[src/rtl/wb_dual_commit.sv]
// wb_dual_commit
//   Write-back commit unit for the two-lane pipeline. Decodes the WB select of
//   lane A (older) and lane B (younger), enqueues writing lanes in program order
//   into a small commit queue, and drains one entry per cycle into the single
//   register-file write port.
//
// Ports
//   clock, reset        rising-edge clock, synchronous active-low reset
//   a_* / b_*           lane valid, WB select, destination and candidate values
//   ready_out           both lanes sampled this cycle (M/WB register enable)
//   rf_we/addr/data     registered register-file write port
//   rf_r7               registered write targets r7 (PC)
//   pending_mask        one bit per register with an uncommitted write
//   occupancy           queue entry count
//   bad_sel             sticky flag for a reserved WB code on a valid lane
module wb_dual_commit #(
    parameter int DEPTH = 4,
    parameter int DW    = 16,
    parameter int AW    = 3
) (
    input  logic                       clock,
    input  logic                       reset,
    input  logic                       a_valid,
    input  logic [2:0]                 a_wb_sel,
    input  logic [AW-1:0]              a_dest,
    input  logic [DW-1:0]              a_pc1,
    input  logic [DW-1:0]              a_alu,
    input  logic [DW-1:0]              a_mem,
    input  logic [DW-1:0]              a_zpad,
    input  logic                       b_valid,
    input  logic [2:0]                 b_wb_sel,
    input  logic [AW-1:0]              b_dest,
    input  logic [DW-1:0]              b_pc1,
    input  logic [DW-1:0]              b_alu,
    input  logic [DW-1:0]              b_mem,
    input  logic [DW-1:0]              b_zpad,
    output logic                       ready_out,
    output logic                       rf_we,
    output logic [AW-1:0]              rf_addr,
    output logic [DW-1:0]              rf_data,
    output logic                       rf_r7,
    output logic [(2**AW)-1:0]         pending_mask,
    output logic [$clog2(DEPTH):0]     occupancy,
    output logic                       bad_sel
);

    localparam int PW = $clog2(DEPTH);
    localparam int CW = PW + 1;

    logic [AW-1:0] q_dest [DEPTH];
    logic [DW-1:0] q_data [DEPTH];
    logic [PW-1:0] head;
    logic [PW-1:0] tail;
    logic [CW-1:0] count;

    logic          a_write;
    logic          b_write;
    logic [DW-1:0] a_value;
    logic [DW-1:0] b_value;
    logic          a_reserved;
    logic          b_reserved;
    logic [CW-1:0] enq_n;
    logic          pop;

    // Returns {writes, value}; codes 101..111 yield no write.
    function automatic logic [DW:0] decode(
        input logic [2:0]    sel,
        input logic [DW-1:0] pc1,
        input logic [DW-1:0] alu,
        input logic [DW-1:0] mem,
        input logic [DW-1:0] zpad
    );
        logic [DW:0] r;
        r = '0;
        case (sel)
            3'b001:  r = {1'b1, alu};
            3'b010:  r = {1'b1, mem};
            3'b011:  r = {1'b1, zpad};
            3'b100:  r = {1'b1, pc1};
            default: r = '0;
        endcase
        return r;
    endfunction

    always_comb begin
        logic [DW:0] a_dec;
        logic [DW:0] b_dec;
        a_dec      = decode(a_wb_sel, a_pc1, a_alu, a_mem, a_zpad);
        b_dec      = decode(b_wb_sel, b_pc1, b_alu, b_mem, b_zpad);
        a_write    = a_valid && a_dec[DW];
        b_write    = b_valid && b_dec[DW];
        a_value    = a_dec[DW-1:0];
        b_value    = b_dec[DW-1:0];
        a_reserved = a_valid && a_wb_sel[2] && (a_wb_sel[1:0] != 2'b00);
        b_reserved = b_valid && b_wb_sel[2] && (b_wb_sel[1:0] != 2'b00);
        ready_out  = (count <= CW'(DEPTH - 2));
        enq_n      = ready_out ? (CW'(a_write) + CW'(b_write)) : '0;
        pop        = (count != '0);
    end

    always_ff @(posedge clock) begin
        if (!reset) begin
            head    <= '0;
            tail    <= '0;
            count   <= '0;
            rf_we   <= 1'b0;
            rf_addr <= '0;
            rf_data <= '0;
            rf_r7   <= 1'b0;
            bad_sel <= 1'b0;
            for (int unsigned i = 0; i < DEPTH; i++) begin
                q_dest[i] <= '0;
                q_data[i] <= '0;
            end
        end else begin
            if (ready_out) begin
                if (a_write) begin
                    q_dest[tail] <= a_dest;
                    q_data[tail] <= a_value;
                end
                // B lands behind A when both write, otherwise at the tail.
                if (b_write) begin
                    q_dest[a_write ? tail + PW'(1) : tail] <= b_dest;
                    q_data[a_write ? tail + PW'(1) : tail] <= b_value;
                end
                tail <= tail + PW'(enq_n);
                if (a_reserved || b_reserved)
                    bad_sel <= 1'b1;
            end
            rf_we <= pop;
            rf_r7 <= pop && (q_dest[head] == AW'(7));
            if (pop) begin
                rf_addr <= q_dest[head];
                rf_data <= q_data[head];
                head    <= head + PW'(1);
            end
            count <= count + enq_n - CW'(pop);
        end
    end

    always_comb begin
        pending_mask = '0;
        for (int unsigned i = 0; i < DEPTH; i++) begin
            if (CW'(i) < count)
                pending_mask[q_dest[head + PW'(i)]] = 1'b1;
        end
        if (rf_we)
            pending_mask[rf_addr] = 1'b1;
    end

    assign occupancy = count;

    count_bound: assert property (@(posedge clock) disable iff (!reset) count <= CW'(DEPTH));

endmodule

[config.mk]
export PLATFORM = sky130hd
export DESIGN_NAME = wb_dual_commit
export DESIGN_NICKNAME = d
export VERILOG_FILES = /design/src/rtl/wb_dual_commit.sv
export SDC_FILE = /design/constraint.sdc
export NUM_CORES = 1
export LEC_CHECK = 0
export CAP_MARGIN = 20
export CORE_MARGIN = 5
export CORE_UTILIZATION = 45
export CTS_BUF_LIST = sky130_fd_sc_hd__clkbuf_2
export CTS_CLUSTER_DIAMETER = 150
export CTS_CLUSTER_SIZE = 16
export DETAILED_ROUTE_END_ITERATION = 10
export PLACE_DENSITY = 0.75
export SLEW_MARGIN = 20
export SYNTH_ARGS = -nofsm -noshare
export SYNTH_HDL_FRONTEND = slang
export SYNTH_SLANG_ARGS = --single-unit
[constraint.sdc]
create_clock -name clock -period 6 [get_ports clock]
set_input_delay 1.2 -clock clock [delete_from_list [all_inputs] [get_ports clock]]
set_output_delay 1.2 -clock clock [all_outputs]
set_load 0.02 [all_outputs]
==> results.py <==
metrics = {
    "sta": {
        "fin_setup_tns_ns": 0,
        "finClkSkew_ns": 0.0221,
        "clock.fmax_mhz": 209,
        "timing.final.crit_share_pct": 79.7,
        "rsz0062_at_grt": "no",
        "period_minus_slack_ns": 4.78,
        "holdWs_ns": 0.472,
        "drv_slew": 0,
        "worst_slew_pin_slew_ns": 1.11,
        "setup_slack_ns": 1.22,
        "final-setup-viol-count": 0,
        "slew-limit-headroom_pct": 26.0,
        "finalHoldViolations": 0,
    },
    "clock_tree": {
        "clk_pin_slew_worst_paths_ns": 0.27,
        "cts-resized-gates": 0,
        "cts_max_level": 3,
        "root_buffer": "clkbuf_2",
        "post_cts.repair.setup_buffers": 0,
        "numCtsBuffers": 9,
        "cts_buffer_depth": 2,
        "clock_sinks": 107,
        "cts_tree": "built",
        "clk_latency_ns": 0.59,
        "ctsHoldBuffers": 0,
    },
    "layout": {
        "mostFrequentLayoutCells": "clkdlybuf4s50_1, edfxtp_1, o22ai_1, nand2_1, mux2i_1",
        "multi_input_area_sq_um": 3410,
        "layout_commonest_cell": "clkdlybuf4s50_1",
        "fillers": 1250,
        "nNetsFinal": 942,
        "regArea_sq_um": 2900,
        "drive_above_1_share_pct": 8.66,
        "area_growth_pct": 30.7,
    },
    "die": {
        "die_area_sq_um": 17300,
        "start_util_pct": 45.9,
        "die_height_um": 131,
        "floorplan.io_pins": 178,
        "die_width_um": 131,
        "row_count": 44,
        "core-area_sq_um": 14500,
    },
    "job": {
        "cap_violations": 0,
    },
    "hold_path": {
        "min-delay-start": "rf_data[9]",
        "holdCritPathClass": "flip-flop to flip-flop",
    },
    "route": {
        "drc_errors": 0,
        "routed-via-count": 6016,
        "initialDrtViolationCount": 600,
        "avgRoutedWirePerCell_um": 21.0,
        "via_per_inst": 6.13,
        "first_pass_iters": 8,
        "antenna_left": 0,
        "totalWireLength_um": 20600,
    },
    "synth": {
        "postSynthCellCount": 639,
        "yosys_warnings": 0,
        "synthArstFlopShare_pct": 0,
        "synth-main-ff-cell": "edfxtp_1",
        "ys_ff_latch": 107,
        "seq_area_frac_synth_pct": 43.7,
        "syn_area_sq_um": 6640,
        "synth_cell_type_count": 51,
        "synth-edff-count": 76,
        "syn_nets": 789,
        "syn_area_per_cell_sq_um": 10.4,
    },
    "placement": {
        "port_buffers": 177,
        "hpwlAfterDp_um": 16000,
        "post-place-ws_ns": 1.43,
        "place_congestion": 0.859,
    },
    "critical_path": {
        "worstPathArrival_ns": 3.58,
        "crit_type": "flip-flop to primary output",
        "required_ns": 4.80,
        "start_kind": "flip-flop",
        "critPathCaptureType": "primary output",
        "crit_path_start": "head[0]",
        "regToRegStartpoint": "occupancy[2]",
        "worstPathMaxFanout": 27,
    },
    "pwr": {
        "combPwrFrac_pct": 48.4,
        "p_sw_w": 0.00107,
        "switching_share_pct": 39.0,
        "power.share.clock_pct": 13.5,
        "p_leak_nw": 3.12,
        "power_frac_seq_pct": 38.1,
        "power.density_nw_per_um2": 316,
        "peakVddDrop_v": 0.000147,
        "power.internal_w": 0.00168,
    },
    "outcome": {
        "status": "finished clean",
    },
    "global_routing": {
        "grt_pass1_vias": 6058,
        "antenna_found_initial": 1,
        "global_route.overflow_total": 0,
        "grt_max_degree": 47,
        "grt_use_total_pct": 22.9,
        "grt_pass1_wl_um": 32400,
    },
}
## through the flow
| stage | util (%) | total power (W) | cell area, sq um | cells |
|---|---|---|---|---|
| after floorplan | - | 0.00186 | 6640 | 639 |
| after global placement | 59.0 | 0.00236 | 8540 | 964 |
| after detailed placement | 59.0 | 0.00240 | 8550 | 965 |
| after CTS | 60.0 | 0.00275 | 8680 | 981 |
| after global routing | 60.0 | 0.00290 | 8680 | 982 |
| final | 60.0 | 0.00275 | 8680 | 982 |
## flip-flops by register name, indices dropped and copies added, names as in the netlist, named ones only
| register | cells |
|---|---|
| bad_sel | 1 |
| head | 2 |
| occupancy | 3 |
| q_data | 64 |
| q_dest | 12 |
| rf_addr | 3 |
| rf_data | 16 |
| rf_r7 | 1 |
| rf_we | 1 |
| tail | 2 |
## cell usage after synthesis, drive strengths merged, types with 2 or more instances
master   instances  share of area [%]
edfxtp          76                 34
o22ai           59                5.6
nand2           55                3.1
mux2i           51                7.7
nor2            49                2.8
a21oi           40                3.0
clkbuf          35                2.0
nand3b          34                3.8
dfxtp           31                9.3
mux4            28                9.5
inv             22                1.2
o21ai           20                1.5
buf             19                1.8
a22oi           17                1.9
o22a            16                2.1
nand3           12               0.90
a31oi            7               0.66
nor3b            6               0.68
ha               5               0.94
nor3             5               0.38
o211ai           5               0.57
a2111oi          4                1.1
nand2b           4               0.38
nor4b            4               0.53
and2             3               0.28
nor2b            3               0.28
or3              3               0.28
xnor2            3               0.40
a311oi           2               0.26
o21bai           2               0.23
or3b             2               0.34
or4              2               0.23
xor2             2               0.26
## per-layer routing
metal | GRT usage [%] | wire length [um] | up-vias
met5 | 0 | 0 | -
met4 | 6.91 | 521 | 0
met3 | 4.17 | 1980 | 47
met2 | 38.6 | 9900 | 350
met1 | 30.3 | 8210 | 2848
li1 | - | - | 2771
## cells by family after synthesis
| family | share of synthesized area, % |
|---|---|
| simple gates | 14.4 |
| compound gates | 17.6 |
| flops | 43.7 |
| mux | 17.2 |
| buf+inv | 5.03 |
| fa+ha+maj | 1.39 |
| xor+xnor | 0.659 |
## final timing paths
path / slack, ns / depth (start not counted) / to
max reg2reg: 3.10 / 5 / q_dest[1][2]
max: 1.22 / 5 / pending_mask[5]
min: 0.47 / 2 / rf_data[9]
min reg2reg: 0.47 / 2 / rf_data[9]
## power groups by stage
stage	sequential (W)	clock (W)	combinational, W
final	0.00105	0.000372	0.00133
after global routing	0.00107	0.000399	0.00143
after CTS	0.00105	0.000374	0.00133
after detailed placement	0.00107	0	0.00133
after global placement	0.00106	0	0.00130
after floorplan	0.00106	0	0.000799
## worst max-delay path: stages (launching register included)
cell	delay, ns
dfxtp_2	0.96
mux4_2	0.64
o21ai_0	0.21
nor3b_1	0.09
or4_1	0.53
clkdlybuf4s50_1	0.55
## area by class of cell
type	instances	area share, %
clock buffers	9	0.519
inverters	23	0.994
diodes	1	0.0288
repair buffers	196	22.0
clock inverters	7	1.05
flip-flops and latches	107	33.4
multi-input cells	455	39.3
well taps	184	2.65
No activity file was read; power rests on OpenSTA's default activity.
